$ cat src/rtl/hit_count_memory.sv
// Per-address hit counter RAM with a 2-stage read-modify-write pipeline,
// bulk clear sweep, registered readout and saturating hit total.
module hit_count_memory #(
  parameter int ADDRESSBITS = 8,
  parameter int NROWS       = 256,
  parameter int COUNTBITS   = 8,
  parameter int TOTALBITS   = 16
) (
  input  logic                   clock,
  input  logic                   nReset,
  input  logic [ADDRESSBITS-1:0] address,
  input  logic                   newAddress,
  output logic                   storageReady,
  input  logic                   clearRequest,
  input  logic                   readRequest,
  input  logic [ADDRESSBITS-1:0] readAddress,
  output logic [COUNTBITS-1:0]   readData,
  output logic                   readValid,
  output logic                   saturated,
  output logic                   droppedHit,
  output logic [TOTALBITS-1:0]   hitTotal
);

  typedef enum logic [1:0] {
    S_CLEAR,
    S_READY,
    S_DRAIN
  } state_e;

  localparam logic [ADDRESSBITS-1:0] LAST_ROW =
    ADDRESSBITS'(NROWS - 1);

  state_e state_q, state_d;
  logic [ADDRESSBITS-1:0] row_q, row_d;

  logic                   valid_a_q;
  logic [ADDRESSBITS-1:0] addr_a_q;
  logic                   valid_b_q;
  logic [ADDRESSBITS-1:0] addr_b_q;
  logic [COUNTBITS-1:0]   val_b_q;

  logic [COUNTBITS-1:0] mem_q [NROWS];

  logic                 accept;
  logic                 pipe_busy;
  logic                 enter_clear;
  logic                 rd_en;
  logic [COUNTBITS-1:0] old_cnt;
  logic [COUNTBITS-1:0] next_cnt;
  logic                 old_full;

  assign storageReady = (state_q == S_READY);
  assign accept       = newAddress && storageReady;
  assign pipe_busy    = valid_a_q || valid_b_q;
  assign rd_en        = readRequest && storageReady;
  assign enter_clear  = (state_d == S_CLEAR) && (state_q != S_CLEAR);

  always_comb begin
    state_d = state_q;
    row_d   = row_q;
    unique case (state_q)
      S_CLEAR: begin
        row_d = row_q + 1'b1;
        if (row_q == LAST_ROW) state_d = S_READY;
      end
      S_READY: begin
        if (clearRequest) begin
          if (pipe_busy) begin
            state_d = S_DRAIN;
          end else begin
            state_d = S_CLEAR;
            row_d   = '0;
          end
        end
      end
      S_DRAIN: begin
        if (!pipe_busy) begin
          state_d = S_CLEAR;
          row_d   = '0;
        end
      end
      default: state_d = S_CLEAR;
    endcase
  end

  // Forward the stage-B value when it targets the row being read.
  always_comb begin
    old_cnt = mem_q[addr_a_q];
    if (valid_b_q && (addr_b_q == addr_a_q)) old_cnt = val_b_q;
    old_full = &old_cnt;
    next_cnt = old_full ? old_cnt : old_cnt + 1'b1;
  end

  always_ff @(posedge clock or negedge nReset) begin
    if (!nReset) begin
      state_q    <= S_CLEAR;
      row_q      <= '0;
      valid_a_q  <= 1'b0;
      addr_a_q   <= '0;
      valid_b_q  <= 1'b0;
      addr_b_q   <= '0;
      val_b_q    <= '0;
      readData   <= '0;
      readValid  <= 1'b0;
      saturated  <= 1'b0;
      droppedHit <= 1'b0;
      hitTotal   <= '0;
    end else begin
      state_q   <= state_d;
      row_q     <= row_d;
      valid_a_q <= accept;
      if (accept) addr_a_q <= address;
      valid_b_q <= valid_a_q;
      if (valid_a_q) begin
        addr_b_q <= addr_a_q;
        val_b_q  <= next_cnt;
      end
      readValid <= rd_en;
      if (rd_en) readData <= mem_q[readAddress];
      if (enter_clear) begin
        hitTotal   <= '0;
        saturated  <= 1'b0;
        droppedHit <= 1'b0;
      end else begin
        if (accept && !(&hitTotal)) hitTotal <= hitTotal + 1'b1;
        if (valid_a_q && old_full) saturated <= 1'b1;
        if (newAddress && !storageReady) droppedHit <= 1'b1;
      end
    end
  end

  // Sweep and pipeline writes never overlap: CLEAR is only entered empty.
  always_ff @(posedge clock) begin
    if (state_q == S_CLEAR) begin
      mem_q[row_q] <= '0;
    end else if (valid_b_q) begin
      mem_q[addr_b_q] <= val_b_q;
    end
  end

endmodule

$ cat config.mk
export PLATFORM = sky130hd
export DESIGN_NAME = hit_count_memory
export DESIGN_NICKNAME = d
export VERILOG_FILES = /design/src/rtl/hit_count_memory.sv
export SDC_FILE = /design/constraint.sdc
export NUM_CORES = 2
export LEC_CHECK = 0
export BUFFER_PORTS_ARGS = -buffer_cell sky130_fd_sc_hd__buf_4
export CAP_MARGIN = 20
export CORE_ASPECT_RATIO = 0.6
export CORE_MARGIN = 2
export CORE_UTILIZATION = 45
export CTS_CLUSTER_SIZE = 40
export DETAILED_ROUTE_END_ITERATION = 12
export SLEW_MARGIN = 0
export SYNTH_ARGS = -nofsm -noshare
export SYNTH_HDL_FRONTEND = slang
export SYNTH_SLANG_ARGS = --single-unit
$ cat constraint.sdc
create_clock -name clock -period 7.9 [get_ports clock]
set_clock_uncertainty 0.05 [all_clocks]
set_input_delay 0.79 -clock clock [delete_from_list [all_inputs] [get_ports clock]]
set_output_delay 0.79 -clock clock [all_outputs]
set_load 0.02 [all_outputs]
==> metrics.csv <==
stage,metric,value,unit
status,outcome,finished clean,
finish,Area Overhead vs Synth,11.13,%
timing,Post-Route Setup TNS,0,ns
timing,Final WS setup,2.113,ns
logic_synthesis,post-synthesis async set-or-reset flop share,0.02984,
logic_synthesis,area fraction of the dominant cell type after synthesis,0.6155,
finish,"Net count, final",5291,
logic_synthesis,Syn Inst Count,5103,
run,Max Cap Violations,0,
timing,fin. max-slew vios,0,
grt,vias in the first global route,56010,
cts,H-tree levels,4,
die,Die H,369,µm
die,Die W,612.3,µm
logic_synthesis,Post-Syn Area,99920,µm²
placed_design,DP Area,104300,µm²
grt,initial antenna violation count,23,
cts,Max clock buf depth,4,
logic_synthesis,post-synthesis sequential area ratio,0.6313,
worst_setup_path,RR Startpoint,addr_a_q[4],
route,vias per inst,7.100,
pwr,PD cells,297.6,nW/µm²
logic_synthesis,Cell variety after synth,90,
worst_setup_path,WS Path Type,register to register,
die,Starting Density,0.4545,
worst_setup_path,Crit. End Element,register,
worst_setup_path,Crit Path Max Fanout,53,
pwr,Switching Fraction,0.3533,
route,vias,59560,
timing,Slew HR,0.1584,
timing,max frequency,172.8,MHz
grt,pin count of the biggest net entering global routing,209,
route,post-route ant nets,0,
grt,GRT Residual Overflow,0,
route,number of DRC markers in iteration 0,10610,
cts,Post-CTS Setup Inserts,0,
cts,Num CTS Buffers,199,
route,detailed-route DRC error count,0,
cts,post-CTS sizing,0,
cts,clock insertion delay at the later pin of the skew report,0.86,ns
logic_synthesis,Synth area leaders,"edfxtp_1, mux4_2, mux2i_1",
finish,final core utilization,0.5051,
finish,share of layout cells above drive strength 1,0.3335,
die,die area,226000,µm²
grt,first-pass GRT wire length,480.5,mm
timing,RSZ-0062 raised after global routing,false,
die,core area,219800,µm²
placed_design,Setup WS pre-CTS,2.388,ns
pwr,Internal,21.37,mW
pwr,leakage power total,38.35,nW
logic_synthesis,ys flop type,edfxtp_1,
cts,clk sink count,2111,
logic_synthesis,Yosys warning count,0,
timing,Period minus WS final,5.787,ns
timing,Slew @ Worst Pin,1.262,ns
pwr,sequential power share,0.390,
pwr,Peak VDD IR,0.2645,mV
pwr,Clock power frac,0.300,
hold_path,Worst Hold Class,input port to async pin,
worst_setup_path,Reg2Reg Depth,15,
logic_synthesis,Syn Area/Cell,19.58,µm²
timing,fin crit share,0.7326,
cts,hold_buf cts,0,
die,IO Pins,49,
cts,clk slew on worst S/H paths,0.07,ns
die,row count,133,
worst_setup_path,Critical Path RT,8.62,ns
timing,final hold violation count,0,
route,drt pass-1 iters,8,
placed_design,Port Buf Inserts,48,
pwr,Gate power share,0.310,
logic_synthesis,"area leader, netlist",edfxtp_1,
finish,"commonest non-fill, non-tap cells in the layout","edfxtp_1, mux4_2, nor2_1",
pwr,Pwr Total,33.05,mW
route,WL/cell,41.81,µm
logic_synthesis,number of flops mapped to enable cells by yosys,2048,
logic_synthesis,Synth Register Bits,2111,
worst_setup_path,R2R Path End,val_b_q[1],
worst_setup_path,crit-path max cell delay,0.96,ns
cts,CTS tree,done,
timing,final setup vio count,0,
worst_setup_path,Critical-path top delay cell,nor2_1,
placed_design,DP Wirelength,232.0,mm
route,routed wire length,350.8,mm
finish,"most common cell after layout, fill and taps aside",edfxtp_1,
finish,design area,111000,µm²
pwr,switching power total,11.68,mW
worst_setup_path,Critical Path Start Type,register,
logic_synthesis,Syn Nets,5131,
worst_setup_path,WP data arrival,6.50,ns
worst_setup_path,CP cell instances,"buf_12, nand2b_1, nor2_1, o21ai_0, o21ai_0, a211oi_1, nor4_1, and2_1, nand2b_1, ha_1, inv_1, a2111o_1, or4_4, a2bb2oi_1, o21ai_2",
worst_setup_path,Register-to-Register Setup Slack,2.11,ns
finish,Filler Cell Count,17550,
grt,Global Route Usage Sum,0.3097,
cts,root buffer cell,clkbuf_16,
placed_design,placer's final routability congestion estimate,0.9650,
## worst max-delay path, delay by kind of cell (launching register included)
kind | cells | cell delay, ns
AND/OR/NAND/NOR | 6 | 2.66
AO/OA/AOI/OAI | 6 | 1.52
flip-flops | 1 | 0.66
buffers and inverters | 2 | 0.49
adder cells (fa/ha/maj) | 1 | 0.19
## power by group through the flow
stage,combinational [mW],sequential (mW),clock (mW)
6_report,10.2,12.9,9.92
5_1_grt,10.3,12.9,10.4
4_1_cts,9.77,12.9,9.97
3_5_place_dp,9.75,13.1,0
3_3_place_gp,9.72,13.1,0
2_1_floorplan,6.26,12.8,0
## cell type report
cell class                      instances  area [µm²]  area share
Antenna cell                           13       32.53   0.0002930
Clock buffer                          230        5139     0.04628
Clock inverter                        114        1275     0.01148
Inverter                               16       62.56   0.0005634
Multi-Input combinational cell       2573       34400      0.3098
Sequential cell                      2111       63100      0.5683
Tap cell                             2970        3716     0.03347
Timing Repair Buffer                  362        3312     0.02983
## registers in the layout (all words and copies together), names as in the netlist, 2 cells and up
signal	count
mem_q	2048
hitTotal	16
addr_a_q	8
addr_b_q	8
readData	8
row_q	8
val_b_q	8
state_q	2
## metal layers
metal,GRT usage,up-vias,wire length (µm)
met4,0.09169,20,12020
met5,0,-,352
li1,-,22200,-
met2,0.3939,5017,136900
met3,0.1454,600,60030
met1,0.4666,31720,141500
## worst max path at each step
stage | endpoint | startpoint | slack, ns | cells past startpoint
global placement | val_b_q[7] | addr_a_q[0] | 1.59 | 12
global route | val_b_q[1] | addr_a_q[4] | 2.14 | 15
CTS | val_b_q[1] | addr_a_q[1] | 2.36 | 13
floorplan | mem_q[0][0] | state_q[0] | 2.38 | 6
detailed placement | val_b_q[1] | addr_a_q[1] | 2.39 | 13
finish | val_b_q[1] | addr_a_q[4] | 2.11 | 15
## metrics by stage
stage / cells / hold slack (ns)
after floorplan: 5103 / 0.3560
after global routing: 8376 / 0.07516
after detailed placement: 8006 / 0.4542
final: 8389 / 0.03921
after CTS: 8350 / 0.03670
after global placement: 7972 / 0.4323
## cell families after synthesis
logic type	Yosys count	synth area share
AOI/OAI and AO/OA	415	0.02980
and+or+nand+nor	721	0.03253
muxes	1409	0.2782
xor gates and xnor gates	21	0.001841
buffers and inverters	419	0.02545
DFF	2111	0.6313
adders and majority gates	7	0.0008765
## synth_stat cells, types with 17 or more instances
cell / n
clkbuf_1: 174
buf_1: 26
buf_2: 91
dfrtp_1: 63
a221oi_1: 22
nor2_1: 322
nor2b_1: 21
a21oi_1: 46
a31oi_1: 22
nand2b_1: 21
buf_12: 20
and2_1: 18
a22oi_1: 133
nand3_1: 67
buf_6: 34
nand2_1: 170
nor3_1: 21
mux2i_1: 292
o21ai_0: 56
mux2_2: 32
nand4_1: 17
edfxtp_1: 2048
mux4_2: 1060
buf_4: 48
mux4_1: 23
No activity file was read; power rests on OpenSTA's default activity.
